==> config.mk <==
export PLATFORM = sky130hd
export DESIGN_NAME = ram_arbiter_flat
export DESIGN_NICKNAME = d
export VERILOG_FILES = /design/src/rtl/ram_arbiter_if.sv /design/src/rtl/ram_arbiter.sv /design/src/flat_wrapper.sv
export SDC_FILE = /design/constraint.sdc
export NUM_CORES = 1
export LEC_CHECK = 0
export CAP_MARGIN = 5
export CORE_AREA = 5 5 114 116
export CTS_CLUSTER_SIZE = 14
export DETAILED_ROUTE_END_ITERATION = 7
export DIE_AREA = 0 0 119 121
export DONT_BUFFER_PORTS = 1
export MAX_ROUTING_LAYER = met4
export PLACE_DENSITY_LB_ADDON = 0.12
export SYNTH_ARGS = -nofsm -noshare
export SYNTH_HDL_FRONTEND = slang
export SYNTH_SLANG_ARGS = --single-unit
==> constraint.sdc <==
create_clock -name clk -period 1.7 [get_ports clk]
set_input_delay 0.255 -clock clk [delete_from_list [all_inputs] [get_ports clk]]
set_output_delay 0.255 -clock clk [all_outputs]
set_load 0.01 [all_outputs]
==> src/rtl/ram_arbiter_if.sv <==
// Requester and memory-side signal bundle for ram_arbiter.
// master: CPU front end plus memory; slave: the arbiter itself.
interface ram_arbiter_if #(
    parameter int unsigned AW = 32,
    parameter int unsigned DW = 32
);
    logic          req0;
    logic          req1;
    logic          wr0;
    logic          wr1;
    logic [AW-1:0] addr0;
    logic [AW-1:0] addr1;
    logic [DW-1:0] wdata0;
    logic [DW-1:0] wdata1;
    logic          ack0;
    logic          ack1;
    logic [DW-1:0] rdata;
    logic          busy;
    logic          err;
    logic [DW-1:0] mem_data;
    logic [AW-1:0] mem_addr;
    logic          mem_wr;
    logic          mem_response;
    logic [DW-1:0] mem_out;

    modport master (
        output req0, req1, wr0, wr1, addr0, addr1, wdata0, wdata1,
        output mem_response, mem_out,
        input  ack0, ack1, rdata, busy, err, mem_data, mem_addr, mem_wr
    );

    modport slave (
        input  req0, req1, wr0, wr1, addr0, addr1, wdata0, wdata1,
        input  mem_response, mem_out,
        output ack0, ack1, rdata, busy, err, mem_data, mem_addr, mem_wr
    );
endinterface

==> src/rtl/ram_arbiter.sv <==
// Two-port round-robin arbiter/sequencer in front of a single-ported word memory.
// Define RAM_ARB_TIMEOUT_EN to build the WAIT-state timeout counter and sticky err flag.
module ram_arbiter #(
    parameter int unsigned AW      = 32,
    parameter int unsigned DW      = 32,
    parameter int unsigned TIMEOUT = 64
) (
    input  logic           clk,
    input  logic           rst,
    ram_arbiter_if.slave   bus
);

    typedef enum logic [2:0] {StIdle, StIssue, StGuard, StWait, StDone} state_e;

    state_e        state_q, state_d;
    logic          win_q, win_d;
    logic          last_q, last_d;
    logic          mem_wr_q, mem_wr_d;
    logic [AW-1:0] mem_addr_q, mem_addr_d;
    logic [DW-1:0] mem_data_q, mem_data_d;
    logic [DW-1:0] rdata_q, rdata_d;
    logic          pick1;

    // Port 1 wins when alone, or on a tie when port 0 was served last.
    assign pick1 = bus.req1 && (!bus.req0 || !last_q);

`ifdef RAM_ARB_TIMEOUT_EN
    logic        err_q, err_d;
    logic [31:0] cnt_q, cnt_d;
`else
    logic unused_timeout;
    assign unused_timeout = ^TIMEOUT;
`endif

    always_comb begin
        state_d    = state_q;
        win_d      = win_q;
        last_d     = last_q;
        mem_wr_d   = mem_wr_q;
        mem_addr_d = mem_addr_q;
        mem_data_d = mem_data_q;
        rdata_d    = rdata_q;
`ifdef RAM_ARB_TIMEOUT_EN
        err_d      = err_q;
        cnt_d      = cnt_q;
`endif
        unique case (state_q)
            StIdle: begin
                if (bus.req0 || bus.req1) begin
                    win_d      = pick1;
                    mem_wr_d   = pick1 ? bus.wr1    : bus.wr0;
                    mem_addr_d = pick1 ? bus.addr1  : bus.addr0;
                    mem_data_d = pick1 ? bus.wdata1 : bus.wdata0;
                    state_d    = StIssue;
                end
            end
            StIssue: state_d = StGuard;
            StGuard: begin
                // mem_response may still reflect the previous access here.
`ifdef RAM_ARB_TIMEOUT_EN
                cnt_d = '0;
`endif
                state_d = StWait;
            end
            StWait: begin
                if (bus.mem_response) begin
                    if (!mem_wr_q) begin
                        rdata_d = bus.mem_out;
                    end
                    state_d = StDone;
                end
`ifdef RAM_ARB_TIMEOUT_EN
                else if (cnt_q == TIMEOUT - 1) begin
                    err_d   = 1'b1;
                    state_d = StDone;
                end else begin
                    cnt_d = cnt_q + 32'd1;
                end
`endif
            end
            StDone: begin
                last_d  = win_q;
                state_d = StIdle;
            end
            default: state_d = StIdle;
        endcase
    end

    always_ff @(posedge clk) begin
        if (rst) begin
            state_q    <= StIdle;
            win_q      <= 1'b0;
            last_q     <= 1'b1;
            mem_wr_q   <= 1'b0;
            mem_addr_q <= '0;
            mem_data_q <= '0;
            rdata_q    <= '0;
`ifdef RAM_ARB_TIMEOUT_EN
            err_q      <= 1'b0;
            cnt_q      <= '0;
`endif
        end else begin
            state_q    <= state_d;
            win_q      <= win_d;
            last_q     <= last_d;
            mem_wr_q   <= mem_wr_d;
            mem_addr_q <= mem_addr_d;
            mem_data_q <= mem_data_d;
            rdata_q    <= rdata_d;
`ifdef RAM_ARB_TIMEOUT_EN
            err_q      <= err_d;
            cnt_q      <= cnt_d;
`endif
        end
    end

    assign bus.ack0     = (state_q == StDone) && !win_q;
    assign bus.ack1     = (state_q == StDone) &&  win_q;
    assign bus.busy     = (state_q != StIdle);
    assign bus.rdata    = rdata_q;
    assign bus.mem_wr   = mem_wr_q;
    assign bus.mem_addr = mem_addr_q;
    assign bus.mem_data = mem_data_q;
`ifdef RAM_ARB_TIMEOUT_EN
    assign bus.err      = err_q;
`else
    assign bus.err      = 1'b0;
`endif

endmodule

==> src/flat_wrapper.sv <==
// flat-port wrapper written by rule: the top's interface ports become plain ports
module ram_arbiter_flat 
#(
    parameter int unsigned AW      = 32,
    parameter int unsigned DW      = 32,
    parameter int unsigned TIMEOUT = 64
)
  (clk, rst, bus_req0, bus_req1, bus_wr0, bus_wr1, bus_addr0, bus_addr1, bus_wdata0, bus_wdata1, bus_mem_response, bus_mem_out, bus_ack0, bus_ack1, bus_rdata, bus_busy, bus_err, bus_mem_data, bus_mem_addr, bus_mem_wr);
  ram_arbiter_if #(.AW(AW), .DW(DW)) bus_i ();
  input  logic clk;
  input  logic rst;
  input wire logic [$bits(bus_i.req0)-1:0] bus_req0;
  input wire logic [$bits(bus_i.req1)-1:0] bus_req1;
  input wire logic [$bits(bus_i.wr0)-1:0] bus_wr0;
  input wire logic [$bits(bus_i.wr1)-1:0] bus_wr1;
  input wire logic [$bits(bus_i.addr0)-1:0] bus_addr0;
  input wire logic [$bits(bus_i.addr1)-1:0] bus_addr1;
  input wire logic [$bits(bus_i.wdata0)-1:0] bus_wdata0;
  input wire logic [$bits(bus_i.wdata1)-1:0] bus_wdata1;
  input wire logic [$bits(bus_i.mem_response)-1:0] bus_mem_response;
  input wire logic [$bits(bus_i.mem_out)-1:0] bus_mem_out;
  output wire logic [$bits(bus_i.ack0)-1:0] bus_ack0;
  output wire logic [$bits(bus_i.ack1)-1:0] bus_ack1;
  output wire logic [$bits(bus_i.rdata)-1:0] bus_rdata;
  output wire logic [$bits(bus_i.busy)-1:0] bus_busy;
  output wire logic [$bits(bus_i.err)-1:0] bus_err;
  output wire logic [$bits(bus_i.mem_data)-1:0] bus_mem_data;
  output wire logic [$bits(bus_i.mem_addr)-1:0] bus_mem_addr;
  output wire logic [$bits(bus_i.mem_wr)-1:0] bus_mem_wr;
  assign bus_i.req0 = bus_req0;
  assign bus_i.req1 = bus_req1;
  assign bus_i.wr0 = bus_wr0;
  assign bus_i.wr1 = bus_wr1;
  assign bus_i.addr0 = bus_addr0;
  assign bus_i.addr1 = bus_addr1;
  assign bus_i.wdata0 = bus_wdata0;
  assign bus_i.wdata1 = bus_wdata1;
  assign bus_i.mem_response = bus_mem_response;
  assign bus_i.mem_out = bus_mem_out;
  assign bus_ack0 = bus_i.ack0;
  assign bus_ack1 = bus_i.ack1;
  assign bus_rdata = bus_i.rdata;
  assign bus_busy = bus_i.busy;
  assign bus_err = bus_i.err;
  assign bus_mem_data = bus_i.mem_data;
  assign bus_mem_addr = bus_i.mem_addr;
  assign bus_mem_wr = bus_i.mem_wr;
  ram_arbiter #(.AW(AW), .DW(DW), .TIMEOUT(TIMEOUT)) u_core (.clk(clk), .rst(rst), .bus(bus_i));
endmodule
### Word-level counts from Yosys, hierarchy flattened

Cells that the tools add are included.

* word-level logic and storage cells: 33
* bits in registers: 102
* output and inout bits: 101
* input port bits: 167

* bitwise logic cells: 1
* reduce and logical (&&, ||, !) cells: 13
* equality and inequality tests: 6
* multiplexer cells: 6

Operator list (count)
* 32-bit 2-to-1 mux: 2
* 3-bit one-hot mux with 4 select lines: 1
* 3-bit by 2-bit == test with 1-bit output, second input constant: 2
* 3-bit 2-to-1 mux: 2
* 2-bit AND reduction: 2
* 3-bit by 1-bit == test with 1-bit output, second input constant: 1
* 3-bit == test, second input constant: 1
* 1-bit logical AND: 3
* 1-bit logical NOT: 3
* 3-bit logical NOT: 1
* 3-bit AND reduction: 1
* 3-bit nonzero test: 1
* 1-bit logical OR: 2
* 2-bit by 1-bit inequality test with 1-bit output, second input constant: 1
* 2-bit inequality test, second input constant: 1
* 1-bit 2-to-1 mux: 1
* 1-bit inverter: 1

### Longest topological paths before layout

* depth in word-level cells: 4
* mapped depth: 7
* mapped depth without buffers: 4

### Worst setup path before layout

No wires, ideal clock.

* kind: reg2reg
* from: reg u_core.state_q[2]
* to: reg u_core.mem_addr_q[10], in the netlist u_core.bus.mem_addr[10]
* period minus slack after synthesis: 1.411 ns
* data arrival time: 1.292 ns
* buffers on the path: 3
* slack: 0.289 ns
* stages on the path, launching flop included: 7
* cells stage by stage: dfxtp_1 buf_6 nor3_4 nand3_2 buf_4 buf_6 o221a_2

* cells in the longest elaborated chain, start to end: 2

Ends and longest elaborated chain
* start: declaration: RTL line ram_arbiter.sv:15 `state_e state_q, state_d;`
* start signal: assignment: RTL line ram_arbiter.sv:91 `state_q <= StIdle;`
* start signal: assignment: RTL line ram_arbiter.sv:103 `state_q <= state_d;`
* 3-bit logical NOT: RTL line ram_arbiter.sv:47 `unique case (state_q)`
* 2-bit AND reduction (no source line)
* end signal: assignment: RTL line ram_arbiter.sv:107 `mem_addr_q <= mem_addr_d;`
* end: declaration: RTL line ram_arbiter.sv:19 `logic [AW-1:0] mem_addr_q, mem_addr_d;`

No other way between the ends.
A chain may end at the register's enable or synchronous reset.

### Worst setup path after layout

* from: reg u_core.state_q[0]
* to: out bus_busy

* cells in the longest elaborated chain, start to end: 1

Ends and longest elaborated chain
* 3-bit nonzero test: RTL line ram_arbiter.sv:119 `assign bus.busy = (state_q != StIdle);`
* end: declaration: RTL line flat_wrapper.sv:25 `output wire logic [$bits(bus_i.busy)-1:0] bus_busy;`

No other way between the ends.

==> impl_metrics.ini <==
[logic_synthesis]
synthTopCellsByArea = dfxtp_1 44%, o221a_2 9.3%, nand2b_1 8.8%, o22ai_1 8.8%, mux2i_1 6.9%
synth_seq_area_share_pct = 44.14
synth_edf_count = 0
yosysUniqueCellTypes = 27
syn-num-nets = 632
synth_top_area_share_pct = 44.14
synth-main-ff-cell = dfxtp_1
netlist_instances = 465
syn_area_um2 = 4626
yosys_register_bits = 102
ys_warn_count = 0
synth.avg_cell_area_um2 = 9.948
synthArstFlopShare_pct = 0
synth_top_area_cell = dfxtp_1

[worst_setup_path]
crit_fanout = 20
endpoint_kind = primary output
crit_type = register to primary output
worst_ep_required_time_ns = 1.44
start_kind = register
cp.arrival_ns = 1.36

[route]
drc_errors = 0
first_iter_violations = 327
wirelength_um = 13580
antenna_left = 0
dr.pass1.iters = 4
wire_per_inst_um = 23.05
vias = 3483
viasPerCell = 5.913

[power]
powerDensity_nw_per_um2 = 1254
total_power_w = 0.006249
peakVddDrop_mv = 0.6494
p_leak_nw = 1.781

[place]
hpwl_um = 9334
port_buffers = 0
routabilityCongestion = 0.7783

[sta]
max_freq_mhz = 618.7
drv_slew = 0
fin_crit_ns = 1.616
clock_skew_ns = 0.006376
finalSetupViolations = 0
fin_crit_sh_pct = 95.07
timing.final.hold_violations = 0
whs_ns = 0.05798
rsz0062_at_grt = false
setup_tns_ns = 0

[global_routing]
grt_max_degree = 133
first_global_vias = 3452
grt_pass1_wl_um = 20460
grt_overflow = 0
antenna_found_initial = 0
track_usage_pct = 18.60

[floorplan]
fp-row-count = 40
core_um2 = 11810
die_y_um = 121
initial_core_util_pct = 39.16
dieWidth_um = 119
pin_count = 268
die_area_um2 = 14400

[clock_tree]
clkSinkCount = 102
cts_buffer_depth = 2
cts_setup_buffers = 0
cts_root_buf = clkbuf_16
numCtsBuffers = 9
cts_tree = yes
clk_latency_ns = 0.35
cts_max_level = 3
clk_pin_slew_ns = 0.07

[cells_and_area]
regArea_um2 = 2042
antenna_cells = 0
drive_above_1_share_pct = 15.16
num-nets-final = 604
mostFrequentLayoutCells = 102 x dfxtp_1, 67 x inv_1, 65 x nand2b_1, 65 x o22ai_1, 38 x o221a_2
fillCellCount = 1147
final_common_cell = dfxtp_1
syn2layout_area_growth_pct = 7.709
multi_input_area_um2 = 2018

[run]
drv_cap = 0

[run_status]
outcome = finished clean

[hold_path]
min-delay-path-class = input pin to register
## worst max-delay path: stages (launching register included)
cell	delay, ns
dfxtp_1	0.36
nor3_4	0.28
inv_4	0.17
buf_12	0.20
## through the flow
stage / area [µm²] / worst slack (ns) / util (%) / instances
after CTS: 4982 / 0.05465 / 42.18 / 589
after global placement: 4634 / 0.2691 / 39.24 / 572
after global routing: 4982 / 0.009932 / 42.18 / 589
after floorplan: 4626 / 0.2892 / - / 465
after detailed placement: 4634 / 0.1998 / 39.24 / 572
final: 4982 / 0.08375 / 42.18 / 589
## area by class of cell
type                       instances  share of cell area [%]
sequential                       102                   40.98
multi-input combinational        247                   40.51
inverter                          68                   5.173
tap                              147                   3.692
clock inverter                     3                   1.306
timing repair buffer               9                   2.913
clock buffer                      13                   5.424
## sequential cells by signal (all words and copies together) (netlist names)
signal / flops
u_core.bus.mem_addr: 32
u_core.bus.mem_data: 32
u_core.bus.rdata: 32
u_core.state_q: 3
u_core.bus.mem_wr: 1
u_core.last_q: 1
u_core.win_q: 1
## per-layer routing
layer	routed length (µm)	global-route usage [%]
met1	5473	22.53
met2	6428	28.54
met3	1433	6.527
met4	242	7.096
met5	0	-
## cells in the mapped netlist (all sizes together) (2+ instances only)
library cell,instances
nor3,5
clkbuf,20
o221a,65
nand2,2
dfxtp,102
nor2,2
nand2b,65
o22ai,65
inv,68
nand3,3
buf,28
mux2i,32
## report_power, final
group          internal [W]  total [W]  switching, W  leakage, nW
Combinational      0.000478   0.000922      0.000444        0.774
Sequential          0.00267    0.00303      0.000358        0.840
Clock               0.00141    0.00230      0.000890        0.166
## logic make-up (layout without fill, tap and decap cells)
family                 count (synthesis)  after routing  synth area share (%)
AO/OA/AOI/OAI                        135            135                 25.37
buffers and inverters                116             93                 12.47
flip-flops                           102            102                 44.14
multiplexers                          32             32                 6.925
other                                  1              1               0.08107
AND/OR/NAND/NOR                       79             79                 11.01
## worst paths after layout
kind                           from                 endpoint  slack [ns]  cells past startpoint
setup / recovery  u_core.state_q[0]                 bus_busy        0.08                      3
hold / removal       bus_mem_out[8]      u_core.bus.rdata[8]        0.06                      2
setup reg to reg  u_core.state_q[0]  u_core.bus.mem_data[29]        0.23                      4
hold reg to reg        u_core.win_q             u_core.win_q        0.50                      2
## timing repair
item,in CTS,in global routing
hold buffers,1,0
hold endpoints to repair,4,0
endpoints found under the setup margin,1,0
gates resized for setup,1,0
Note: power is estimated with default switching activity, not from simulation.
==> RTL change 1, RTL diff (same settings) <==
Reset style: asynchronous (`rst`), changed in one clocked block.
--- a/src/rtl/ram_arbiter.sv
+++ b/src/rtl/ram_arbiter.sv
@@ -86,7 +86,7 @@
         endcase
     end
 
-    always_ff @(posedge clk) begin
+    always_ff @(posedge clk or posedge rst) begin
         if (rst) begin
             state_q    <= StIdle;
             win_q      <= 1'b0;
Check against the original RTL: differs if rst is asserted again (counterexample within 4 cycles, from zero or initial values and one cycle with rst high); with rst held inactive, the same outputs for 4 cycles.
==> RTL change 1 against the unedited design <==
Worst setup slack better by 0.032 ns; routed wire length shrank 13%; fmax grew 2.0%; sequential cell count stayed put; design area shrank 1.5%; die area unchanged; synthesized area down 5.4%; synthesized cell count is 31% lower; critical path depth up 2.
Power is not compared: it rests on default switching activity, and its combinational part moved more than twofold at a synthesized area within 25%.
==> RTL change 1: results (changes against the unedited design) <==
| Metric | Value |
|---|---|
| Placed insts | 445 (-22%) |
| Met3 Routed Length | 1090 um (-24%) |
| M3 GR Usage | 7.37% (+0.84 points) |
| Fin cells | 465 (-21%) |
| Placed Area | 0.00457 mm2 (-1.5%) |
| Wl on met1 | 4440 um (-19%) |
| Clock Skew | 0.00612 ns (-0.000260 ns) |
| Design area | 0.00491 mm2 (-1.5%) |
| Detailed Place HPWL | 8670 um (-7.1%) |
| Sequential area share after synthesis | 58.3% (+14 points) |
| LEAKAGE | 0.00185 uW |
| Ys async rst share | 100% (+100 points) |
| Critical R2R Capture | u_core.bus.mem_addr[27]$_DFFE_PP0P_ |
| Largest net degree at the start of global routing | 103 (-23%) |
| GRT Total Usage | 16.4% (-2.2 points) |
| WHS Path Cells | 1 (-1) |
| Cell variety after synth | 28 (+3.7%) |
| CP top delay family | simple AND/OR/NAND/NOR gates |
| Fill cells | 1097 (-4.4%) |
| Arrival time at the worst endpoint | 1.82 ns (+0.46 ns) |
| Cts bufs inserted | 9 (unchanged) |
| WS Path Type | flop to flop |
| Hold slack | 0.0431 ns (-0.0149 ns) |
| First-pass GRT wire length | 17600 um (-14%) |
| Synth Area in Compound Gates | 17.6% (-7.8 points) |
| Drt total wl | 11800 um (-13%) |
| R2r setup slk | 0.12 ns (-0.11 ns) |
| CTS clk-pin slew, worst paths | 0.07 ns (about the same) |
| Met2 wire length | 6090 um (-5.3%) |
| DR iter-0 viols | 207 (-37%) |
| GP Congestion | 0.731 (-6.1%) |
| Cell count after synthesis | 319 (-31%) |
| Drt first pass iters | 5 (+1) |
| Post-cts sizing count | 0 (-1) |
| Crit path launch | u_core.state_q[2]$_DFFE_PP0P_ |
| Synth area leaders | dfrtp_1 58%, o221a_2 17%, or3_1 9.3% |
| Hold Startpoint | bus_mem_out[26] |
| Vias in the first global route | 2863 (-17%) |
| Status | finished, final reports clean |
| Slowest stage delay, CP | 0.43 ns (+0.07 ns) |
| Syn nets | 486 (-23%) |
| GR Util met1 | 18.4% (-4.1 points) |
| Met2 Track Usage GR | 26.4% (-2.2 points) |
| Worst path slowest cell | dfrtp_1 |
| Total number of vias | 2727 (-22%) |
| Worst Hold Endpoint | u_core.bus.rdata[26]$_DFFE_PP0P_ |
| Final #Nets | 478 (-21%) |
| Mux cell area share after synthesis | 8.23% (+1.3 points) |
[RTL change 1: cell types whose count changed in the layout (fill, tap and decap cells not counted), moves of 27 or more]
| cell | change |
|---|---|
| dfxtp_1 | -102 |
| or3_1 | +65 |
| o22ai_1 | -65 |
| o221a_2 | +27 |
| inv_1 | -67 |
| nand2b_1 | -63 |
| o221a_1 | -27 |
| mux2_2 | +30 |
| mux2i_1 | -32 |
| dfrtp_1 | +101 |
[RTL change 1: cell type report]
cell class	count	share of cell area, %
inverter	2	0.229
sequential	102	52.0
tap	147	3.75
clock inverter	4	1.07
timing repair buffer	13	3.82
antenna	2	0.102
multi-input combinational	183	33.6
clock buffer	12	5.43
[RTL change 1: what timing repair did]
item / CTS / global route
endpoints found under the hold margin: 101 / 0
setup endpoints to repair: 0 / 2
hold buffers: 1 / 0
buffers inserted: 0 / 1
[RTL change 1: cells by family after synthesis]
group	count (synthesis)
AO/OA/AOI/OAI	70
buffers and inverters	34
flip-flops	102
multiplexers	32
other	1
AND/OR/NAND/NOR	80
==> RTL change 2, RTL diff (same settings) <==
Made on the original files. Build with the macro `RAM_ARB_TIMEOUT_EN` defined.
--- a/src/rtl/ram_arbiter.sv
+++ b/src/rtl/ram_arbiter.sv
@@ -1,5 +1,7 @@
 // Two-port round-robin arbiter/sequencer in front of a single-ported word memory.
 // Define RAM_ARB_TIMEOUT_EN to build the WAIT-state timeout counter and sticky err flag.
+`define RAM_ARB_TIMEOUT_EN
+
 module ram_arbiter #(
     parameter int unsigned AW      = 32,
     parameter int unsigned DW      = 32,
Function: same outputs for any inputs over 4 cycles, from zero or initial values and one cycle with rst high; that may be too few to reach the edited logic, so the function may still have changed.
==> RTL change 2 against the unedited design <==
Routed wire length increased by 51%; largest cell class is now multi-input gates; sequential cell count increased by 33; total power grew 54%; worst setup slack got worse by 0.44 ns; design area up 73%; combinational power grew 120%; count of clock-buffer cells in the layout up 9; register-to-register slack lost 0.58 ns; the flow now finishes with violations (hold timing, setup timing); non-clock buffer count grew 119; synthesized area up 30%.
==> RTL change 2: results (changes against the unedited design) <==
| Metric | Value |
|---|---|
| Clock insertion delay at the later pin of the skew report | 0.42 ns (+0.07 ns) |
| Failing checks | hold timing, setup timing |
| Met2 Track Usage GR | 39.4% (+11 points) |
| Final worst setup slack | -0.353 ns (-0.437 ns) |
| Worst reg2reg path depth | 8 (+4) |
| GP Congestion | 0.869 (+12%) |
| Post-CTS Setup Inserts | 6 (+6) |
| Adder-Cell Fraction of Synth Area | 0.208% (+0.21 points) |
| Endpoints failing setup | 110 (+110) |
| DP Worst Slack | -0.728 ns (-0.928 ns) |
| Crit-path max FO | 9 (-55%) |
| Status | finished with violations |
| Arrival time at the worst endpoint | 2.37 ns (+1.01 ns) |
| Total number of vias | 5811 (+67%) |
| GR Util met1 | 29.1% (+6.6 points) |
| Final Hold Vio Count | 38 (+38) |
| Peak VDD IR | 926 uV (+43%) |
| Hold Startpoint | rst |
| #FFs+latches synth | 135 (+32%) |
| Final #Nets | 968 (+60%) |
| Post-Synth XOR/XNOR Area | 0.146% (+0.15 points) |
| LEAKAGE | 0.00314 uW (+76%) |
| Met2 wire length | 10400 um (+61%) |
| Drt first pass iters | 5 (+1) |
| Placed insts | 891 (+56%) |
| Hold slack | -0.0931 ns (-0.151 ns) |
| Sink Count | 135 (+32%) |
RTL change 2: worst max-delay path: stages (launching register included):
cell     delay [ns]
dfxtp_2        0.35
ha_4           0.13
and3_4         0.23
nand3_4        0.09
o41a_1         0.53
o21ai_2        0.22
buf_6          0.17
nor2_1         0.06
nor3_1         0.17
RTL change 2: power by group:
part	internal, uW	leakage (uW)	switching [uW]
Sequential	3470	0.00111	417
Clock	2320	0.000296	1390
Combinational	1050	0.00173	982
RTL change 2: stage by stage:
step | power (uW) | area, um2
after global routing | 9990 | 8640
final | 9620 | 8640
after detailed placement | 5080 | 6830
after floorplan | 4680 | 6070
after CTS | 8850 | 7650
after global placement | 5030 | 6830
RTL change 2: final cells by class:
type                       count  area, um2
multi-input combinational    515       3760
fill                         825       3170
sequential                   135       2720
timing repair buffer         128       1360
clock buffer                  22        484
tap                          147        184
clock inverter                10        118
inverter                       3       11.3
